==> src/rtl/lfsr_period_monitor.sv <==
// ---------------------------------------------------------------------------
// lfsr_period_monitor
//
// Watches the STATE bus of an upstream W-bit LFSR and measures its sequence
// period: the number of state advances until the first recorded state comes
// back. It also flags an all-zero lockup, a stalled sequence and a sequence
// that never returns within 2^W advances.
//
// Ports
//   clk     in   board clock, the only clock
//   RST     in   asynchronous active-low reset
//   START   in   single-cycle request to begin a measurement
//   STATE   in   W-bit LFSR state, synchronous to clk
//   BUSY    out  measurement in progress (ARM or RUN)
//   DONE    out  result available, held until the next accepted START
//   PERIOD  out  W+1-bit advance count
//   MAXIMAL out  clean finish with PERIOD == 2^W - 1
//   LOCKUP  out  all-zero state observed
//   STALL   out  no state change for STALL_CYC - 1 cycles
//   OVF     out  2^W advances without returning to the reference state
// ---------------------------------------------------------------------------
module lfsr_period_monitor #(
    parameter int W         = 4,
    parameter int STALL_CYC = 200_000_000
) (
    input  logic         clk,
    input  logic         RST,
    input  logic         START,
    input  logic [W-1:0] STATE,
    output logic         BUSY,
    output logic         DONE,
    output logic [W:0]   PERIOD,
    output logic         MAXIMAL,
    output logic         LOCKUP,
    output logic         STALL,
    output logic         OVF
);

    localparam int SCW = (STALL_CYC > 2) ? $clog2(STALL_CYC) : 1;

    // Stall is declared on the cycle the idle count would reach STALL_CYC - 1.
    localparam logic [SCW-1:0] STALL_LIM_C = SCW'(STALL_CYC - 32'sd2);
    localparam logic [SCW-1:0] STALL_ONE_C = SCW'(32'd1);
    localparam logic [W:0]     CNT_ONE_C   = (W+1)'(32'd1);
    localparam logic [W:0]     CNT_FULL_C  = (W+1)'(32'd1 << W);
    localparam logic [W:0]     CNT_MAX_C   = CNT_FULL_C - CNT_ONE_C;

    typedef enum logic [1:0] {
        ST_IDLE = 2'd0,
        ST_ARM  = 2'd1,
        ST_RUN  = 2'd2,
        ST_DONE = 2'd3
    } state_e;

    state_e         state_r;
    state_e         state_nx_s;
    logic [W-1:0]   s_q_r;
    logic [W-1:0]   s_p_r;
    logic           chg_s;
    logic           zero_s;
    logic [W-1:0]   ref_r;
    logic [W-1:0]   ref_nx_s;
    logic [W:0]     cnt_r;
    logic [W:0]     cnt_nx_s;
    logic [W:0]     cnt_inc_s;
    logic [SCW-1:0] stall_cnt_r;
    logic [SCW-1:0] stall_cnt_nx_s;
    logic [W:0]     period_nx_s;
    logic           maximal_nx_s;
    logic           lockup_nx_s;
    logic           stall_nx_s;
    logic           ovf_nx_s;
    logic           busy_nx_s;
    logic           done_nx_s;

    assign chg_s     = (s_q_r != s_p_r);
    assign zero_s    = (s_q_r == {W{1'b0}});
    assign cnt_inc_s = cnt_r + CNT_ONE_C;

    // Two-stage sample of STATE; a difference between the stages marks an advance.
    always_ff @(posedge clk or negedge RST) begin
        if (!RST) begin
            s_q_r <= {W{1'b0}};
            s_p_r <= {W{1'b0}};
        end else begin
            s_q_r <= STATE;
            s_p_r <= s_q_r;
        end
    end

    // FSM state register.
    always_ff @(posedge clk or negedge RST) begin
        if (!RST) begin
            state_r <= ST_IDLE;
        end else begin
            state_r <= state_nx_s;
        end
    end

    // Next-state and next-result logic; event priority is lockup, return, overflow, stall.
    always_comb begin
        state_nx_s     = state_r;
        ref_nx_s       = ref_r;
        cnt_nx_s       = cnt_r;
        stall_cnt_nx_s = stall_cnt_r;
        period_nx_s    = PERIOD;
        maximal_nx_s   = MAXIMAL;
        lockup_nx_s    = LOCKUP;
        stall_nx_s     = STALL;
        ovf_nx_s       = OVF;

        case (state_r)
            ST_IDLE, ST_DONE: begin
                if (START) begin
                    state_nx_s     = ST_ARM;
                    cnt_nx_s       = {(W+1){1'b0}};
                    stall_cnt_nx_s = {SCW{1'b0}};
                    period_nx_s    = {(W+1){1'b0}};
                    maximal_nx_s   = 1'b0;
                    lockup_nx_s    = 1'b0;
                    stall_nx_s     = 1'b0;
                    ovf_nx_s       = 1'b0;
                end else begin
                    state_nx_s = state_r;
                end
            end
            ST_ARM: begin
                if (zero_s) begin
                    lockup_nx_s = 1'b1;
                    period_nx_s = cnt_r;
                    state_nx_s  = ST_DONE;
                end else if (chg_s) begin
                    // Reference is taken at a state boundary, never mid-state.
                    ref_nx_s       = s_q_r;
                    cnt_nx_s       = {(W+1){1'b0}};
                    stall_cnt_nx_s = {SCW{1'b0}};
                    state_nx_s     = ST_RUN;
                end else if (stall_cnt_r == STALL_LIM_C) begin
                    stall_nx_s  = 1'b1;
                    period_nx_s = cnt_r;
                    state_nx_s  = ST_DONE;
                end else begin
                    stall_cnt_nx_s = stall_cnt_r + STALL_ONE_C;
                end
            end
            ST_RUN: begin
                if (zero_s) begin
                    lockup_nx_s = 1'b1;
                    period_nx_s = cnt_r;
                    state_nx_s  = ST_DONE;
                end else if (chg_s) begin
                    stall_cnt_nx_s = {SCW{1'b0}};
                    cnt_nx_s       = cnt_inc_s;
                    if (s_q_r == ref_r) begin
                        // A return on the 2^W-th advance is still a clean finish.
                        period_nx_s  = cnt_inc_s;
                        maximal_nx_s = (cnt_inc_s == CNT_MAX_C);
                        state_nx_s   = ST_DONE;
                    end else if (cnt_inc_s == CNT_FULL_C) begin
                        ovf_nx_s    = 1'b1;
                        period_nx_s = CNT_FULL_C;
                        state_nx_s  = ST_DONE;
                    end else begin
                        state_nx_s = ST_RUN;
                    end
                end else if (stall_cnt_r == STALL_LIM_C) begin
                    stall_nx_s  = 1'b1;
                    period_nx_s = cnt_r;
                    state_nx_s  = ST_DONE;
                end else begin
                    stall_cnt_nx_s = stall_cnt_r + STALL_ONE_C;
                end
            end
            default: begin
                state_nx_s = ST_IDLE;
            end
        endcase

        if ((state_nx_s == ST_ARM) || (state_nx_s == ST_RUN)) begin
            busy_nx_s = 1'b1;
        end else begin
            busy_nx_s = 1'b0;
        end

        if (state_nx_s == ST_DONE) begin
            done_nx_s = 1'b1;
        end else begin
            done_nx_s = 1'b0;
        end
    end

    // Measurement datapath and registered result outputs.
    always_ff @(posedge clk or negedge RST) begin
        if (!RST) begin
            ref_r       <= {W{1'b0}};
            cnt_r       <= {(W+1){1'b0}};
            stall_cnt_r <= {SCW{1'b0}};
            PERIOD      <= {(W+1){1'b0}};
            MAXIMAL     <= 1'b0;
            LOCKUP      <= 1'b0;
            STALL       <= 1'b0;
            OVF         <= 1'b0;
            BUSY        <= 1'b0;
            DONE        <= 1'b0;
        end else begin
            ref_r       <= ref_nx_s;
            cnt_r       <= cnt_nx_s;
            stall_cnt_r <= stall_cnt_nx_s;
            PERIOD      <= period_nx_s;
            MAXIMAL     <= maximal_nx_s;
            LOCKUP      <= lockup_nx_s;
            STALL       <= stall_nx_s;
            OVF         <= ovf_nx_s;
            BUSY        <= busy_nx_s;
            DONE        <= done_nx_s;
        end
    end

endmodule
==> config.mk <==
export PLATFORM = sky130hd
export DESIGN_NAME = lfsr_period_monitor
export DESIGN_NICKNAME = d
export VERILOG_FILES = /design/src/rtl/lfsr_period_monitor.sv
export SDC_FILE = /design/constraint.sdc
export NUM_CORES = 1
export LEC_CHECK = 0
export ABC_AREA = 1
export CAP_MARGIN = 20
export CORE_UTILIZATION = 50
export DETAILED_ROUTE_END_ITERATION = 6
export PLACE_DENSITY = 0.68
export SYNTH_ARGS = -nofsm -noshare
export SYNTH_HDL_FRONTEND = slang
export SYNTH_SLANG_ARGS = --single-unit
==> constraint.sdc <==
create_clock -name clk -period 2.51 [get_ports clk]
set_input_delay 0.3765 -clock clk [delete_from_list [all_inputs] [get_ports clk]]
set_output_delay 0.3765 -clock clk [all_outputs]
set_load 0.02 [all_outputs]
==> results.yml <==
pwr:
  power.internal_mw: 2.16
  comb_power_share_pct: 41.2
  power_density_nw_per_um2: 840
  p_sw_mw: 1.52
  vdd_drop_max_v: 0.000864
  p_seq_share_pct: 31.8
  p_leak_nw: 1.96
  pwr-share-clk_pct: 27.1
  swShare_pct: 41.4
setup_path:
  crit_path_top_delay_cell: "dfrtp_1"
  cp.required_ns: 2.73
  critical_path_class: "register to register"
  endpoint_kind: "register"
  path_cells: "inv_1 -> ha_1 -> inv_1 -> nor2_1 -> nand3_1 -> nor2_4 -> nand2_2 -> nand4_1 -> nand2_1 -> a21oi_1 -> ha_1"
  r2r_slack_ns: 0.44
  critPathMaxStageDelay_ns: 0.42
  critPathArrivalTime_ns: 2.30
  cpLargestDelayFamily: "simple AND/OR/NAND/NOR gates"
  crit_fanout: 8
  timing.critical_path.buf_inv: 2
  worst_setup_path_start_kind: "register"
timing:
  period_needed_ns: 2.07
  post-route-period-util_pct: 82.6
  worst_pin_slew_ns: 0.473
  fin_skew_ns: 0.0135
  final-max-slew-violation-count: 0
  fin_setup_tns_ns: 0
  max_freq_ghz: 0.483
  rsz0062_at_grt: "no"
  hold_slack_ns: 0.440
  fin_ws_ns: 0.438
  max_slew_margin_pct: 68.4
  finalSetupViolCount: 0
  finalHoldViolCount: 0
logic_synthesis:
  synth_compound_area_share_pct: 8.93
  synth_top_family_by_area: "simple AND/OR/NAND/NOR gates"
  synth_ff_type: "dfrtp_1"
  synth-edff-count: 0
  synth-simple-area-share_pct: 39.7
  synth-xor-area-share_pct: 2.24
  syn_inst: 576
  synth_adder_area_share_pct: 2.24
  synth_top_area_cell: "dfrtp_1"
  synth_area_leaders: "dfrtp_1, nand2_1, nor2_1"
  synth.distinct_cells: 33
  syn_area_sq_um: 3910
  yosysTopAreaCellShare_pct: 37.1
  muxShareOfSynthArea_pct: 0
  synthArstFlopShare_pct: 100
  synth_seq_area_share_pct: 37.1
  ys_warn_count: 0
  synth_seq_cells: 58
  syn_area_per_cell_sq_um: 6.78
  synth_nets: 590
routing:
  drt-pass1-iter-count: 5
  postRouteAntennaNets: 0
  drt_iter0_markers: 207
  wire_per_inst_um: 13.6
  vias: 3678
  drc: 0
  finalWirelength_um: 9510
  viasPerCell: 5.25
global_route:
  grt_pass1_vias: 3581
  grt_remaining_overflow: 0
  antenna_found_initial: 0
  grt_max_degree: 41
  grt_use_total_pct: 25.1
  grt_pass1_wl_um: 16400
layout:
  final_cell_mix: "nand2_1, nor2_1, dfrtp_1"
  insertedDiodeCount: 0
  final_util_pct: 59.2
  layout-drive-gt1-share_pct: 10.6
  fillCellCount: 724
  layout_commonest_cell: "nand2_1"
  instances_no_fill: 701
  nNetsFinal: 611
  syn2layout_area_growth_pct: 12.2
placement:
  dp.cells: 684
  preCtsSetupSlack_ns: 0.487
  hpwl_um: 7000
  gp_congestion: 0.929
  io_buffers: 17
hold_path:
  min_path_type: "register to register"
floorplanning:
  initial_core_util_pct: 52.7
  ios: 18
  die-width_um: 90.4
  die_area_sq_um: 8170
  core_sq_um: 7410
  die_y_um: 90.4
  row_count: 31
clock_tree:
  cts_setup_buffers: 0
  cts_tree: "built"
  clockBufferDepth: 2
  htree_levels: 3
  clock_latency_ns: 0.34
  clkTransAtPathRegs_ns: 0.06
  numCtsBuffers: 9
  cts-root-buf: "clkbuf_8"
  clock_sinks: 58
flow_run:
  maxCapViolCount: 0
outcome:
  status: "finished, final reports clean"
final timing paths:
path / to / from / depth (start not counted)
max reg2reg: BUSY / stall_cnt_r[0] / 11
min reg2reg: s_p_r[1] / s_q_r[1] / 0
min in group asynchronous: stall_cnt_r[5] / RST / 2
max in group asynchronous: MAXIMAL / RST / 3
max: BUSY / stall_cnt_r[0] / 11
min: s_p_r[1] / s_q_r[1] / 0
metal layers:
metal	track usage [%]	routed length, um
met1	30.6	4170
met2	43.3	4740
met3	4.55	387
met4	10.9	221
met5	0	0
cell usage after synthesis, drive strengths merged, types with 5 or more instances:
library cell and count:
a21o 5, a21oi 7, buf 8, clkbuf 6, dfrtp 58, ha 7, inv 69, nand2 190
nand3 44, nand4 18, nor2 92, nor3 11, o21ai 43, xnor2 5, xor2 5
power by group through the flow:
stage          Clock [mW]  Combinational [mW]  Sequential [mW]
2_1_floorplan           0                1.13             1.22
3_3_place_gp            0                1.49             1.18
3_5_place_dp            0                1.51             1.18
4_1_cts              1.02                1.52             1.17
5_1_grt              1.05                1.71             1.18
6_report            0.996                1.52             1.17
state kept, by name (all words and copies together) (netlist names), 2 cells and up:
signal,flops
stall_cnt_r,28
PERIOD,5
cnt_r,5
ref_r,4
s_p_r,4
s_q_r,4
state_r,2
metrics by stage:
step / power [mW] / cell area (sq um)
2_1_floorplan: 2.35 / 3910
5_1_grt: 3.95 / 4380
6_report: 3.68 / 4380
4_1_cts: 3.70 / 4380
3_3_place_gp: 2.67 / 4140
3_5_place_dp: 2.69 / 4140
cell type report:
cell class	instances	area, sq um	area share, %
sequential	58	1450	33.1
clock inverter	4	73.8	1.68
multi-input combinational	435	2070	47.3
tap	99	124	2.83
timing repair buffer	24	245	5.60
inverter	69	259	5.91
clock buffer	12	155	3.54
logic make-up (layout without fill, tap and decap cells):
logic type,Yosys count,count (layout)
compound gates,58,58
xor+xnor,10,10
fa+ha+maj,7,7
simple gates,360,360
flops,58,58
buf+inv,83,109
repair_timing:
action,4_1_cts,5_1_grt
gates resized for setup,0,0
setup endpoints to repair,0,0
hold buffers,1,0
hold endpoints to repair,1,0
worst reg2reg max path, stage by stage, from the launching register on:
cell	delay, ns
dfrtp_1	0.42
inv_1	0.13
ha_1	0.15
inv_1	0.03
nor2_1	0.14
nand3_1	0.16
nor2_4	0.19
nand2_2	0.14
nand4_1	0.10
nand2_1	0.06
a21oi_1	0.18
ha_1	0.26
Note: power is estimated with default switching activity, not from simulation.
==> edit (same settings) <==
Re-encode `state_e` (4 states) as one-hot, 4 bits wide.
--- a/src/rtl/lfsr_period_monitor.sv
+++ b/src/rtl/lfsr_period_monitor.sv
@@ -47,7 +47,7 @@
 
-    typedef enum logic [1:0] {
-        ST_IDLE = 2'd0,
-        ST_ARM  = 2'd1,
-        ST_RUN  = 2'd2,
-        ST_DONE = 2'd3
+    typedef enum logic [3:0] {
+        ST_IDLE = 4'b0001,
+        ST_ARM  = 4'b0010,
+        ST_RUN  = 4'b0100,
+        ST_DONE = 4'b1000
     } state_e;
Function: no difference found for any inputs over 4 cycles, from zero or initial values and one cycle with RST low; so few cycles prove little.
==> edit against the unedited design <==
  * Cell count shrank 2.7%
  * Synthesized cell count shrank 3.8%
  * Clock skew shrank 2.4 ps
  * Critical path type unchanged
  * Cell area shrank 2.3%
  * Sequential cell count grew 2
  * Synthesized area shrank 2.8%
  * Critical endpoint is now stall_cnt_r[23]$_DFFE_PN0P_
  * Largest power group is now sequential cells
  * Setup slack lost 130 ps
  * Non-clock buffer count shrank 2
  * Power shrank 12%
  * Wire length shrank 5.5%
==> edit: results <==
metrics = {
    "outcome": {
        "status": "finished clean",
    },
    "clock_tree": {
        "cts.path.max_buffers": 2,
        "clk_latency_ps": 350,
        "clkTransAtPathRegs_ps": 80,
        "cts_buffers": 9,
        "clockRootBuffer": "clkbuf_8",
        "cts.htree.levels": 3,
        "cts_resized": 0,
        "cts_setup_buffers": 0,
    },
    "global_route": {
        "gr-usage-met1_pct": 30.8,
        "grt_usage_pct": 24.7,
        "grt_pass1_wl_um": 14800,
        "grt_pass1_vias": 3188,
        "met3_usage_pct": 3.88,
        "grtUsageMet2_pct": 42.0,
        "grt_max_degree": 38,
        "antenna_found_initial": 0,
    },
    "setup_path": {
        "max_stage_delay_ps": 450,
        "critPathMaxFanout": 37,
        "worst_path_max_delay_cell": "dfrtp_1",
        "rr_endpoint": "stall_cnt_r[23]$_DFFE_PN0P_",
        "rr_worst_depth": 11,
        "reg2reg_slack_ps": 300,
        "reg2reg_from": "stall_cnt_r[0]$_DFFE_PN0P_",
        "path_delay_family": "simple AND/OR/NAND/NOR gates",
    },
    "sta": {
        "clock_skew_ps": 11.1,
        "tightest_slew_ps": 566,
        "fin_ws_ps": 304,
    },
    "worst_hold_path": {
        "hp-class": "in2async",
    },
    "layout": {
        "nets": 589,
        "diodes": 0,
        "reg.largest.list": "stall_cnt_r: 28 flops, PERIOD: 5 flops, cnt_r: 5 flops",
        "fill_cells": 722,
        "layout-drive-gt1-share_pct": 7.55,
    },
    "pwr": {
        "ir_drop_mv": 0.758,
        "leakagePower_nw": 1.93,
        "internal_power_mw": 1.94,
    },
    "synthesis": {
        "async_reset_ff_share_pct": 100,
        "yosysTopAreaCell": "dfrtp_1",
        "ys_types": 30,
        "ys_seq_area_share_pct": 39.6,
        "synth_nets": 565,
        "synthTopCellsByCount": "173 x nand2_1, 69 x inv_1, 59 x dfrtp_1",
        "synth_top_cells_by_area": "dfrtp_1 39%, nand2_1 17%, inv_1 6.8%",
    },
    "placement": {
        "portBuffers": 17,
        "hpwl_um": 6720,
        "place_area_mm2": 0.00407,
        "routabilityCongestion": 0.937,
    },
    "routing": {
        "drcViolationCount": 0,
        "routed-via-count": 3522,
        "wl_um": 8990,
        "dr.pass1.iters": 7,
        "drt_iter0_drc": 240,
    },
}
==> edit: logic make-up after synthesis <==
group | count (synthesis) | synth area share, %
and+or+nand+nor | 338 | 39.6
buffers and inverters | 84 | 8.96
DFF | 60 | 39.6
AOI/OAI and AO/OA | 55 | 7.58
xor gates and xnor gates | 13 | 3.00
adders and majority gates | 4 | 1.32
==> edit: power by group through the flow <==
| stage | Clock [mW] | Sequential, mW | Combinational (mW) |
|---|---|---|---|
| after floorplan | 0 | 1.20 | 0.866 |
| after global placement | 0 | 1.18 | 1.09 |
| after detailed placement | 0 | 1.18 | 1.10 |
| after CTS | 0.987 | 1.16 | 1.10 |
| after global routing | 1.02 | 1.18 | 1.26 |
| final | 0.969 | 1.16 | 1.09 |
==> edit: worst max path at each step <==
stage | start | endpoint | cells past startpoint
after floorplan | stall_cnt_r[0]$_DFFE_PN0P_ | stall_cnt_r[20]$_DFFE_PN0P_ | 12
final | stall_cnt_r[0]$_DFFE_PN0P_ | stall_cnt_r[23]$_DFFE_PN0P_ | 11
after global routing | stall_cnt_r[0]$_DFFE_PN0P_ | stall_cnt_r[17]$_DFFE_PN0P_ | 11
after CTS | stall_cnt_r[0]$_DFFE_PN0P_ | stall_cnt_r[17]$_DFFE_PN0P_ | 11
after detailed placement | stall_cnt_r[0]$_DFFE_PN0P_ | stall_cnt_r[17]$_DFFE_PN0P_ | 11
after global placement | START | stall_cnt_r[7]$_DFFE_PN0P_ | 8
==> edit: area by class of cell <==
type | instances | area [um2] | share of cell area, %
multi-input cells | 410 | 1950 | 45.6
flip-flops and latches | 60 | 1500 | 35.1
inverters | 75 | 282 | 6.58
repair buffers | 22 | 203 | 4.73
clock buffers | 10 | 128 | 2.98
well taps | 99 | 124 | 2.89
clock inverters | 6 | 88.8 | 2.07
==> edit: through the flow <==
step	instances	hold slack, ps
floorplan	554	80.9
global placement	666	392
detailed placement	666	399
CTS	682	24.5
global route	682	50.5
finish	682	14.1
==> edit: routing by layer <==
metal	vias up	routed length, um
met5	-	0
met4	0	252
met3	23	330
met2	78	4350
met1	1604	4050
li1	1817	-
